`src/rtl/pwm4sdr_pkg.sv`:
```
// Shared constants and state encoding for the PWM encoder/decoder family.
// Sample width, mid-scale offset and the two-state FSM encoding.
package pwm4sdr_pkg;

   localparam int SAMPLE_W      = 16;
   localparam int SAMPLE_OFFSET = 32768;

   typedef enum logic {
      IDLE = 1'b0,
      RUN  = 1'b1
   } state_t;

endpackage

```
`src/rtl/pwm_duty_map.sv`:
```
// Signed sample to PWM duty map, with optional runt-pulse deadband clamp.
// Clamp present only when PWM_ENC_DEADBAND_EN is defined.
module pwm_duty_map
   import pwm4sdr_pkg::*;
#(
   parameter int PERIOD_LOG2 = 8,
   parameter int MIN_PULSE   = 4
) (
   input  logic [SAMPLE_W-1:0]  sample,
   output logic [PERIOD_LOG2:0] duty
);

   localparam int DW    = PERIOD_LOG2 + 1;
   localparam int SHIFT = SAMPLE_W - PERIOD_LOG2;

   logic [SAMPLE_W-1:0] offs;
   logic [DW-1:0]       raw;

   // offset binary: adding mid-scale maps -32768..32767 onto 0..65535
   assign offs = sample + SAMPLE_W'(SAMPLE_OFFSET);
   assign raw  = DW'(offs >> SHIFT);

`ifdef PWM_ENC_DEADBAND_EN
   localparam logic [DW-1:0] FULL   = DW'(2**PERIOD_LOG2);
   localparam logic [DW-1:0] MINP   = DW'(MIN_PULSE);
   localparam logic [DW-1:0] HI_LIM = FULL - MINP;

   // snap too-narrow high or low pulses to fully off or fully on
   always_comb begin
      duty = raw;
      if (raw < MINP)
         duty = '0;
      else if (raw > HI_LIM)
         duty = FULL;
   end
`else
   assign duty = raw;
`endif

endmodule

```
`src/rtl/pwm_encoder.sv`:
```
// Sample stream to fixed-period PWM encoder for the SDR TX chain.
// Optional deadband clamp enabled by defining PWM_ENC_DEADBAND_EN.
module pwm_encoder
   import pwm4sdr_pkg::*;
#(
   parameter int PERIOD_LOG2 = 8,
   parameter int AMPLITUDE   = 8192,
   parameter int MIN_PULSE   = 4
) (
   input  logic                clock,
   input  logic                reset_n,
   input  logic [SAMPLE_W-1:0] sample_in,
   input  logic                sample_valid,
   output logic                sample_ready,
   output logic [SAMPLE_W-1:0] pwm_out,
   output logic                pwm_level,
   output logic                period_start,
   output logic                underrun
);

   localparam int DW = PERIOD_LOG2 + 1;
   localparam logic [SAMPLE_W-1:0] AMP_POS = SAMPLE_W'(AMPLITUDE);
   localparam logic [SAMPLE_W-1:0] AMP_NEG = SAMPLE_W'(-AMPLITUDE);

   state_t                 state;
   state_t                 state_next;
   logic [PERIOD_LOG2-1:0] counter;
   logic                   pend_full;
   logic [DW-1:0]          pend_duty;
   logic [DW-1:0]          duty_active;
   logic [DW-1:0]          duty_map;
   logic                   boundary;
   logic                   xfer;
   logic                   level_next;

   pwm_duty_map #(
      .PERIOD_LOG2 (PERIOD_LOG2),
      .MIN_PULSE   (MIN_PULSE)
   ) u_map (
      .sample (sample_in),
      .duty   (duty_map)
   );

   assign boundary     = (state == RUN) && (counter == '1);
   assign sample_ready = !pend_full || boundary;
   assign xfer         = sample_valid && sample_ready;
   assign level_next   = {1'b0, counter} < duty_active;

   // FSM state register
   always_ff @(posedge clock or negedge reset_n) begin
      if (!reset_n)
         state <= IDLE;
      else
         state <= state_next;
   end

   // leave IDLE on the first accepted sample; RUN is sticky
   always_comb begin
      state_next = state;
      unique case (state)
         IDLE: if (xfer) state_next = RUN;
         RUN:  state_next = RUN;
      endcase
   end

   // period counter, active duty and one-entry pending slot
   always_ff @(posedge clock or negedge reset_n) begin
      if (!reset_n) begin
         counter     <= '0;
         pend_full   <= 1'b0;
         pend_duty   <= '0;
         duty_active <= '0;
      end else if (state == IDLE) begin
         counter <= '0;
         if (xfer)
            duty_active <= duty_map;
      end else begin
         counter <= counter + 1'b1;
         if (boundary) begin
            if (pend_full)
               duty_active <= pend_duty;
            pend_full <= xfer;
         end else if (xfer) begin
            pend_full <= 1'b1;
         end
         if (xfer)
            pend_duty <= duty_map;
      end
   end

   // registered output stage
   always_ff @(posedge clock or negedge reset_n) begin
      if (!reset_n) begin
         pwm_level    <= 1'b0;
         pwm_out      <= '0;
         period_start <= 1'b0;
         underrun     <= 1'b0;
      end else if (state == RUN) begin
         pwm_level    <= level_next;
         pwm_out      <= level_next ? AMP_POS : AMP_NEG;
         period_start <= (counter == '0);
         underrun     <= boundary && !pend_full;
      end else begin
         pwm_level    <= 1'b0;
         pwm_out      <= '0;
         period_start <= 1'b0;
         underrun     <= 1'b0;
      end
   end

endmodule
```
`config.mk`:
```
export PLATFORM = sky130hd
export DESIGN_NAME = pwm_encoder
export DESIGN_NICKNAME = d
export VERILOG_FILES = /design/src/rtl/pwm4sdr_pkg.sv /design/src/rtl/pwm_duty_map.sv /design/src/rtl/pwm_encoder.sv
export SDC_FILE = /design/constraint.sdc
export NUM_CORES = 1
export LEC_CHECK = 0
export CAP_MARGIN = 20
export CORE_AREA = 5 5 50 84
export DETAILED_ROUTE_END_ITERATION = 10
export DIE_AREA = 0 0 55 89
export PLACE_DENSITY = 0.79
export SYNTH_ARGS = -nofsm -noshare
export SYNTH_HDL_FRONTEND = slang
export SYNTH_HIERARCHICAL = 1
export SYNTH_SLANG_ARGS = --single-unit
```
`constraint.sdc`:
```
create_clock -name clock -period 4.75 [get_ports clock]
set_clock_uncertainty 0.2 [all_clocks]
set_input_delay 0.475 -clock clock [delete_from_list [all_inputs] [get_ports clock]]
set_output_delay 0.475 -clock clock [all_outputs]
set_load 0.02 [all_outputs]
```
### Word-level counts from Yosys, hierarchy flattened

Index checks and enable logic that the tools add are counted.

| storage, ports and cells | value |
|---|---|
| input port bits | 19 |
| output and inout bits | 20 |
| word-level logic and storage cells | 41 |
| register bits | 46 |

| cells by class | value |
|---|---|
| equality and inequality tests | 3 |
| reductions and logical operators | 11 |
| mux-type cells | 14 |
| $add $sub $neg | 2 |
| order comparisons | 1 |
| bitwise gates (word level) | 1 |

Operators with widths:

| kind | number |
|---|---|
| $mux 9 | 4 |
| $mux 16 | 2 |
| $add 16x16->16 const B | 1 |
| $lt 8x9->1 | 1 |
| $add 8x1->8 const B | 1 |
| $eq 8x8->1 const B | 1 |
| $logic_not 8->1 | 1 |
| $mux 8 | 1 |
| $mux 1 | 6 |
| $ne 2x1->1 const B | 2 |
| $reduce_and 2->1 | 2 |
| $reduce_bool 2->1 | 2 |
| $logic_and 1x1->1 | 3 |
| $reduce_and 3->1 | 1 |
| $pmux 1 s2 | 1 |
| $logic_not 1->1 | 1 |
| $logic_or 1x1->1 | 1 |
| $not 1->1 | 1 |

### Logic depth before layout (Yosys ltp)

Gate-level depths: netlist of run 1.

| logic depth | value |
|---|---|
| word-level depth | 6 |
| depth in mapped cells | 6 |

### By module

The synthesis of run 1 kept the hierarchy.

Modules (own cells, without submodules):

| module | area each (um^2) | cells each | times used |
|---|---|---|---|
| pwm_encoder | 1,681.6 | 151 | 1 |
| pwm_duty_map | 67.6 | 10 | 1 |

### Worst setup path after synthesis of run 1

No wires, ideal clock.

| timing path | value |
|---|---|
| path kind | reg2reg |
| from | register counter[0] |
| to | register duty_active[0] |
| arrival time | 1.540 ns |
| cell stages (with the launch flop) | 7 |
| buffers on the path | 1 |
| data required time | 4.431 ns |
| setup time | 0.119 ns |
| setup slack | 2.891 ns |
| cells stage by stage | dfrtp_1 -> ha_1 -> nand4_1 -> or4_4 -> buf_6 -> o32a_1 -> o21a_1 |

| between the ends | value |
|---|---|
| cells in the longest elaborated chain, start to end | 6 |

Ends and longest elaborated chain:

| item | RTL line | RTL |
|---|---|---|
| start, declared | pwm_encoder.sv:27 | `logic [PERIOD_LOG2-1:0] counter;` |
| start signal, assigned | pwm_encoder.sv:78 | `counter <= counter + 1'b1;` |
| $eq 8x8->1 * | pwm_encoder.sv:44 | `assign boundary = (state == RUN) && (counter == '1);` |
| $logic_and 1x1->1 * | pwm_encoder.sv:44 |  |
| $logic_or 1x1->1 | pwm_encoder.sv:45 | `assign sample_ready = !pend_full \|\| boundary;` |
| $logic_and 1x1->1 | pwm_encoder.sv:46 | `assign xfer = sample_valid && sample_ready;` |
| $reduce_bool 2->1 (no line) | -- |  |
| $reduce_and 3->1 (no line) * | -- |  |
| end signal, assigned | pwm_encoder.sv:76 | `duty_active <= duty_map;` |
| end signal, assigned | pwm_encoder.sv:81 | `duty_active <= pend_duty;` |
| end, declared | pwm_encoder.sv:30 | `logic [DW-1:0] duty_active;` |

Every way passes the cells marked *; elsewhere a longest branch is shown, timed or not.
A chain may end at the register's enable or synchronous reset.

### Worst setup path after layout of run 1

| timing path | value |
|---|---|
| from | register counter[0] |
| to | output port sample_ready |

| between the ends | value |
|---|---|
| cells in the longest elaborated chain, start to end | 3 |

Ends and longest elaborated chain:

| item | RTL line | RTL |
|---|---|---|
| $eq 8x8->1 | pwm_encoder.sv:44 |  |
| $logic_and 1x1->1 | pwm_encoder.sv:44 |  |
| $logic_or 1x1->1 | pwm_encoder.sv:45 |  |
| end, declared | pwm_encoder.sv:14 | `output logic sample_ready,` |

Every way passes these cells.

==> results.yml, run 1 <==
outcome:
  status: "finished, final reports clean"
synthesis:
  netlist.area_leader.share_pct: 47.2
  synthMuxAreaShare_pct: 5.79
  async_flop_share_pct: 100
  synth_top_family_by_area: "compound AO/OA/AOI/OAI gates"
  ys_warn_count: 6
  yosys.area.top_type: "dfrtp_1"
  ys_seq_elements: 33
  synth-edff-count: 0
  synth_area_mm2: 0.00175
  synth_simple_gate_area_share_pct: 10.1
  yosysSeqAreaShare_pct: 47.2
  synthCells: 161
  ys.flop_type: "dfrtp_1"
  synth_fa_ha_area_share_pct: 6.44
  synth_commonest_cells: "33 x dfrtp_1, 22 x buf_4, 12 x inv_1"
  synth.most_common_cell: "dfrtp_1"
  synth_xor_area_share_pct: 2.00
  synth_area_leaders: "dfrtp_1 47%, buf_4 9.4%, ha_1 6.4%"
  ys_types: 33
  synth_compound_area_share_pct: 14.4
  avgSynthCellArea_um2: 10.9
power:
  power.leakage_nw: 0.839
  powerDensity_mw_per_mm2: 278
  peakVddDrop_uv: 262
  p_total_uw: 535
floorplanning:
  top_level_ports: 39
  fp.dieW_um: 55
  core_mm2: 0.00340
  die_h_um: 89
  die-area_mm2: 0.00490
  rows: 28
  start_util_pct: 51.5
sta:
  max_freq_ghz: 0.355
  slew_headroom_pct: 58.9
  rsz0062_at_grt: "false"
  min_period_over_period_pct: 59.3
  drv_slew: 0
  finalSetupTns_ns: 0
  setup_viol: 0
  period_minus_slack_ns: 2.82
  final_hold_viol_count: 0
  worstMarginPinSlew_ns: 0.616
grt:
  groute.usage.overall_pct: 14.2
  first_global_vias: 1133
  grt_max_degree: 34
  grt_pass1_wl_um: 5020
  antenna_found_initial: 0
  overflow: 0
clock_tree:
  htree_levels: 2
  postCtsSetupBuffers: 0
  cts_num_sinks: 33
  cts_hold_buf: 0
  root_buffer: "clkbuf_8"
  numCtsBuffers: 5
  tritoncts: "done"
  cts.repair.resized: 0
  cts.clk_slew.worst_paths_ns: 0.06
  worstSkewPairLatency_ns: 0.28
  cts_max_path_buffers: 2
final_layout:
  nets: 199
  final_cells: 216
  final_layout_size_suffix_gt1_share_pct: 12.9
  num_antenna_cells: 0
  syn_to_final_growth_pct: 9.80
  fin_util_pct: 56.5
  nFillCells: 300
  fin_area_mm2: 0.00192
routing:
  firstDrtPassIters: 4
  ant_nets: 0
  wire_per_inst_um: 13.3
  vias: 1137
  viasPerCell: 5.26
  routed_wl_um: 2870
  drc: 0
  drtIter0Drc: 19
worst_setup_path:
  cpMostUsedCell: "nand2_1"
  rr_worst_depth: 4
  path_class: "reg2out"
  cp.arrival_ns: 2.14
  crit_family: "buffers and inverters"
  setup.worst_path.start_class: "register"
  critPathBufInv: 1
  worst-path-stages: 6
  path_cells: "ha_1 -> nand4_1 -> nor2_1 -> nand2_1 -> nand2_1 -> clkdlybuf4s50_1"
  cp.required_ns: 4.07
  critical_path.slowest_cell: "clkdlybuf4s50_1"
  worstPathMaxFanout: 6
  cp-end-kind: "output port"
  cpPeakStageDelay_ns: 0.60
place:
  globalplace.congestion: 0.784
  postPlaceCellArea_mm2: 0.00183
  dp_cells: 209
  port_buffers: 17
  dp_hpwl_um: 2250
worst_hold_path:
  hold_class: "reg2reg"
  hold-path-cell-count: 1
flow_run:
  max_cap_viol_count: 0
layout by cell type, fill, tap and decap left out, drive strengths merged:
cell type | Yosys | routed
nand2 | 9 | 9
clkbuf | 2 | 7
mux2 | 9 | 9
nor4 | 1 | 1
a211oi | 1 | 1
or3 | 2 | 2
o21a | 9 | 9
buf | 25 | 1
or4 | 1 | 1
xnor2 | 2 | 2
nand4b | 1 | 1
nand3 | 3 | 3
and2 | 2 | 2
a21oi | 5 | 5
inv | 12 | 12
o32a | 9 | 9
nand4 | 1 | 1
conb | 2 | 14
xor2 | 2 | 2
nor2 | 11 | 11
and4b | 1 | 1
ha | 9 | 9
o211ai | 1 | 1
dfrtp | 33 | 33
o32ai | 1 | 1
a22o | 1 | 1
nor2b | 1 | 1
nor3 | 1 | 1
o21ai | 4 | 4
clkdlybuf4s50 | 0 | 17
per-layer routing:
metal  up-vias  GRT usage, %  part of all wire (%)  wire length, µm
met5         -             0                     0                0
met4         0          5.75                   2.1               59
met3         7          3.84                   3.4               99
met1       566          15.1                    37             1060
li1        542             -                     -                -
met2        22          25.2                    57             1650
area by class of cell:
type / count / area, µm² / share of cell area (%)
Tap cell: 45 / 56.3 / 2.93
Clock buffer: 7 / 86.3 / 4.50
Sequential cell: 33 / 826 / 43.0
Inverter: 12 / 45.0 / 2.35
Multi-Input combinational cell: 101 / 729 / 38.0
Timing Repair Buffer: 18 / 178 / 9.25
worst register-to-register path, cell delays in order, from the launching register on:
cell and delay (ns):
dfrtp_1 0.73, inv_1 0.34, or4_4 0.70, o32a_1 0.22, o21a_1 0.10
registers in the layout, summed over array words and instances (netlist names):
signal	cells
period_start	1
pwm_out	2
pend_full	1
pend_duty	9
counter	8
state	1
duty_active	9
underrun	1
pwm_level	1
kinds of logic after synthesis:
| group | Yosys count |
|---|---|
| xor gates and xnor gates | 4 |
| other | 2 |
| muxes | 9 |
| AOI/OAI and AO/OA | 31 |
| and+or+nand+nor | 34 |
| adders and majority gates | 9 |
| buffers and inverters | 39 |
| DFF | 33 |
path summary, 6_finish.rpt:
kind	start	endpoint	slack, ns
max	counter[0]	sample_ready	1.93
min	duty_active[3]	duty_active[3]	0.29
max reg2reg	state	duty_active[3]	2.35
min reg2reg	duty_active[3]	duty_active[3]	0.29
max in group asynchronous	reset_n	pend_duty[4]	3.66
min in group asynchronous	reset_n	pend_duty[5]	0.39
through the flow:
stage,hold WS [ns],worst slack (ns)
detailed placement,0.281,2.22
global route,0.310,1.77
global placement,0.263,2.28
floorplan,-0.0206,2.89
finish,0.291,1.93
CTS,0.294,1.92
report_power, final:
group          internal (mW)  switching, mW
clock network          0.115         0.0916
logic                 0.0149         0.0191
registers              0.290        0.00438
total                  0.420          0.115
No activity file was read; power rests on OpenSTA's default activity.
==> run 2, diff against run 1 <==
--- a/config.mk
+++ b/config.mk
@@ -6,10 +6,10 @@
 export NUM_CORES = 1
 export LEC_CHECK = 0
 export CAP_MARGIN = 20
-export CORE_AREA = 5 5 50 84
+export CORE_AREA = 5 5 51 87
 export DETAILED_ROUTE_END_ITERATION = 10
-export DIE_AREA = 0 0 55 89
-export PLACE_DENSITY = 0.79
+export DIE_AREA = 0 0 56 92
+export PLACE_DENSITY = 0.75
 export SYNTH_ARGS = -nofsm -noshare
 export SYNTH_HDL_FRONTEND = slang
 export SYNTH_HIERARCHICAL = 1
==> constraint.sdc (replaced) <==
create_clock -name clock -period 2.7 [get_ports clock]
set_clock_uncertainty 0.2 [all_clocks]
set_input_delay 0.27 -clock clock [delete_from_list [all_inputs] [get_ports clock]]
set_output_delay 0.27 -clock clock [all_outputs]
set_load 0.02 [all_outputs]
==> run 2 against run 1 <==
Net effect: worst hold slack lost 0.098 ns; clock power grew 95%; non-clock buffer count grew 2; power grew 83%; core utilization shrank 2.0 points; highest routed layer unchanged; register-to-register slack lost 1.7 ns; critical path depth is the same; global-route usage shrank 0.51 points; cell count grew 1.9%; largest cell class unchanged.
==> results.yml, run 2 (synthesis gave the netlist of run 1 again) <==
sta:
  setup_ws_ns: 0.493
  fin_hold_ws_ns: 0.193
  min_period_over_period_pct: 81.8
  finalSetupTns_ns: 0
  setup_viol: 0
  rsz0062_at_grt: "false"
  final_hold_viol_count: 0
  drv_slew: 0
  slew_headroom_pct: 63.7
  max_freq_ghz: 0.453
  period_minus_slack_ns: 2.21
  worstMarginPinSlew_ns: 0.543
grt:
  grt_use_met3_pct: 4.21
  first_global_vias: 1192
  grt_use_met1_pct: 12.3
  grt_max_degree: 34
  grt_pass1_wl_um: 5480
  overflow: 0
  groute.usage.overall_pct: 13.6
  grt-busiest-layer: "met2"
  antenna_found_initial: 0
  grt_use_met2_pct: 26.5
floorplanning:
  top_level_ports: 39
  die_h_um: 92
  fp.dieW_um: 56
  start_util_pct: 48.7
  core_mm2: 0.00359
  rows: 29
  die-area_mm2: 0.00515
final_layout:
  final_common_cell: "dfrtp_1"
  multi_input_area_um2: 732
  final_cell_mix: "33 x dfrtp_1, 16 x clkdlybuf4s50_1, 14 x conb_1"
  regArea_um2: 826
  reg.largest.list: "duty_active (9), pend_duty (9), counter (8)"
  nets: 201
  num_antenna_cells: 0
  final_cells: 220
  fin_util_pct: 54.5
  nFillCells: 321
  final_layout_size_suffix_gt1_share_pct: 15.5
  syn_to_final_growth_pct: 11.9
  fin_area_mm2: 0.00196
power:
  intPower_uw: 766
  p_total_uw: 979
  powerDensity_mw_per_mm2: 500
  power.leakage_nw: 0.876
  p_sw_uw: 212
  clkPwrFrac_pct: 41.0
  combPwrFrac_pct: 6.1
  netSwitchingFraction_pct: 21.7
  peakVddDrop_uv: 487
  p_seq_share_pct: 52.9
worst_setup_path:
  cpMostUsedCell: "nand2_1"
  setup.worst_path.start_class: "register"
  cp.arrival_ns: 1.74
  worstPathMaxFanout: 6
  worst-path-stages: 6
  cp-end-kind: "output port"
  cp.required_ns: 2.23
  critical_path.slowest_cell: "dfrtp_1"
  crit_family: "simple AND/OR/NAND/NOR gates"
  cpPeakStageDelay_ns: 0.43
  path_class: "reg2out"
  critPathBufInv: 1
  path_cells: "ha_2 -> nand4_1 -> nor2_1 -> nand2_1 -> nand2_1 -> dlymetal6s2s_1"
  rr_worst_depth: 5
routing:
  drc: 0
  drtIter0Drc: 8
  firstDrtPassIters: 3
  vias: 1127
  viasPerCell: 5.12
  ant_nets: 0
  wire_per_inst_um: 14.6
  routed_wl_um: 3210
clock_tree:
  root_buffer: "clkbuf_8"
  worstSkewPairLatency_ns: 0.28
  cts.clk_slew.worst_paths_ns: 0.07
  cts_num_sinks: 33
  numCtsBuffers: 5
  cts_max_path_buffers: 2
  cts_hold_buf: 0
  tritoncts: "done"
  htree_levels: 2
place:
  dp_cells: 212
  globalplace.congestion: 0.827
  port_buffers: 17
  dp_slack_ns: 0.370
  dp_hpwl_um: 2480
  postPlaceCellArea_mm2: 0.00185
outcome:
  status: "finished, final reports clean"
flow_run:
  max_cap_viol_count: 0
worst_hold_path:
  hold_class: "in2async"
## run 2: changes by cell type in the layout (fill, tap and decap cells not counted)
cell	previous run	this run
dlymetal6s2s_1	0	1
buf_4	1	3
clkdlybuf4s50_1	17	16
clkbuf_1	1	0
clkbuf_8	6	7
ha_2	0	1
clkinv_2	0	1
ha_1	9	8
## run 2: path summary, 6_finish.rpt
check | from | end | slack [ns]
max in group asynchronous | reset_n | pend_full | 1.81
min in group clock | pend_full | underrun | 0.28
hold / removal | reset_n | pend_duty[0] | 0.19
setup / recovery | counter[0] | sample_ready | 0.49
hold reg to reg | pend_full | underrun | 0.28
setup reg to reg | counter[0] | pend_duty[4] | 0.68
## run 2: timing repair
action / 4_1_cts / 5_1_grt
endpoints found under the setup margin: 0 / 1
resized for setup: 0 / 2
setup buffers: 0 / 0
## run 2: layout make-up
cell class	instances	share of cell area (%)
clock buffers	7	4.92
multi-input cells	101	37.4
inverters	12	2.30
well taps	46	2.94
clock inverters	1	0.256
repair buffers	20	9.97
flip-flops and latches	33	42.2
## run 2: worst register-to-register path: cells and delay by family, from the launching register on
kind | cells | cell delay, ns
AND/OR/NAND/NOR | 2 | 0.17
multiplexers | 1 | 0.40
adder cells (fa/ha/maj) | 1 | 0.25
AO/OA/AOI/OAI | 1 | 0.45
flip-flops | 1 | 0.44
## run 2: power groups by stage
stage | sequential, mW | combinational [mW] | clock, mW
2_1_floorplan | 0.525 | 0.0549 | 0
4_1_cts | 0.517 | 0.0602 | 0.418
3_3_place_gp | 0.526 | 0.0584 | 0
5_1_grt | 0.519 | 0.0658 | 0.438
6_report | 0.518 | 0.0596 | 0.401
3_5_place_dp | 0.527 | 0.0602 | 0
## run 2: routing by layer
layer	up-vias	share of wire (%)
met5	-	0
met4	0	2.6
met3	9	3.6
met2	20	58
met1	555	35
li1	543	-
==> patch: new RTL, config.mk and constraints of run 2 <==
The option `PWM_ENC_DEADBAND_EN` is turned on by a define.
--- a/src/rtl/pwm_duty_map.sv
+++ b/src/rtl/pwm_duty_map.sv
@@ -1,5 +1,7 @@
 // Signed sample to PWM duty map, with optional runt-pulse deadband clamp.
 // Clamp present only when PWM_ENC_DEADBAND_EN is defined.
+`define PWM_ENC_DEADBAND_EN
+
 module pwm_duty_map
    import pwm4sdr_pkg::*;
 #(
Check against the original RTL: not equivalent (a bounded check fails within 4 cycles, from zero or initial values and one cycle with reset_n low).
==> patch against run 2 <==
Final area up 3.7%; register-to-register slack better by 0.03 ns; synthesized area up 2.5%; die area unchanged; sequential power about the same; count of clock-buffer cells in the layout down 1; hold slack worse by 0.0068 ns; power down 4.5%; wire length up 5.0%; sequential cell count unchanged; sequential share of layout area down 1.5 points; worst setup slack better by 0.022 ns; critical endpoint unchanged.
==> patch: results (changes against run 2) <==
- Outcome: finished, final reports clean
- Routed vias/inst: 5.45 (+6.4%)
- R2R Setup Slk: 0.71 ns (+0.03 ns)
- DRT Pass-1 Iters: 4 (+1)
- Worst R2R End: pend_duty[8]$_DFFE_PN0P_
- Cell variety after synth: 37 (+12%)
- Slew margin rel.: 65.6% (+1.9 points)
- Layout cells sized above 1: 13.4% (-2.1 points)
- Seq/Total Area, Yosys: 46.1% (-1.2 points)
- Peak VDD IR: 0.374 mV (-23%)
- Synth cell count leaders: 33 x dfrtp_1, 14 x buf_4, 13 x inv_1
- Final GP Congestion: 0.821 (-0.75%)
- Synth Warn #: 6 (unchanged)
- Placement Cell Area: 1940 sq um (+4.9%)
- Final net count: 213 (+6.0%)
- Initial DRC count: 24 (+16)
- Global-route wire length before repair: 6050 um (+10%)
- Clock transition at path regs: 0.06 ns
- Area contributors post-synth: dfrtp_1 46%, ha_1 6.3%, buf_4 5.9%, mux2_2 5.7%, o32a_1 5.0%
- Routed length per instance: 14.5 um (-0.45%)
- CP arrival: 1.72 ns (-0.02 ns)
- Gr usage total: 15.0% (+1.4 points)
- Initial antenna violation count: 0 (unchanged)
- Vias in the first global route: 1366 (+15%)
- LEAKAGE: 0.907 nW (+3.5%)
- Hpwl dp: 2670 um (+7.9%)
- Crit-path max cell delay: 0.43 ns (about the same)
- Port Buffer Count: 17 (unchanged)
## patch: logic make-up (layout without fill, tap and decap cells)
family          count (synthesis)  after routing  share of synthesized area (%)
buf+inv                        33             40                           10.5
simple gates                   38             38                           11.4
other cells                     1             13                          0.209
fa+ha+maj                       9              9                           6.28
mux                             9              9                           5.65
flops                          33             33                           46.1
compound gates                 40             40                           17.9
xor+xnor                        4              4                           1.95
## patch: layout make-up
cell class | count | area [sq um]
well taps | 46 | 57.6
inverters | 13 | 48.8
repair buffers | 19 | 188
fillers | 320 | 1560
flip-flops and latches | 33 | 826
clock inverters | 2 | 10.0
multi-input cells | 113 | 827
clock buffers | 6 | 72.6
## patch: power by group
group          leakage, nW  total [mW]  switching, mW  internal (mW)
sequential           0.413       0.517        0.00836          0.509
clock               0.0450       0.347          0.169          0.178
combinational        0.449      0.0704         0.0407         0.0297
## patch: worst max path at each step
stage,startpoint,end,slack (ns),depth (start not counted)
after floorplan,counter[0]$_DFF_PN0_,duty_active[5]$_DFFE_PN0P_,0.84,6
after global placement,counter[0]$_DFF_PN0_,sample_ready,0.46,6
after detailed placement,counter[0]$_DFF_PN0_,sample_ready,0.42,6
after CTS,counter[0]$_DFF_PN0_,sample_ready,0.07,6
after global routing,counter[0]$_DFF_PN0_,sample_ready,0.31,6
final,counter[0]$_DFF_PN0_,sample_ready,0.51,6
## patch: worst reg2reg max path: cells and delay by family (launching register included)
family                     cells  cell delay [ns]
and+or+nand+nor                2             0.17
AOI/OAI and AO/OA              1             0.43
DFF                            1             0.43
adders and majority gates      1             0.24
muxes                          1             0.40
## patch: stage by stage
stage / util [%] / total power [mW] / hold WS (ns) / setup slack, ns / cells
floorplan: - / 0.576 / -0.226 / 0.841 / 179
global placement: 54.1 / 0.592 / 0.265 / 0.456 / 224
detailed placement: 54.1 / 0.597 / 0.273 / 0.418 / 224
CTS: 56.4 / 0.945 / 0.201 / 0.0686 / 232
global route: 56.5 / 0.980 / 0.241 / 0.312 / 232
finish: 56.5 / 0.935 / 0.186 / 0.514 / 232
## patch: timing repair
item / in CTS / in global routing
endpoints found under the setup margin: 0 / 1
buffers inserted: 0 / 0
hold buffers: 0 / 0
resized for setup: 0 / 2
## patch: routing by layer
layer,track usage (%),wire [um]
met1,14.6,1170
met2,28.8,1990
met3,3.65,135
met4,7.13,69
met5,0,0
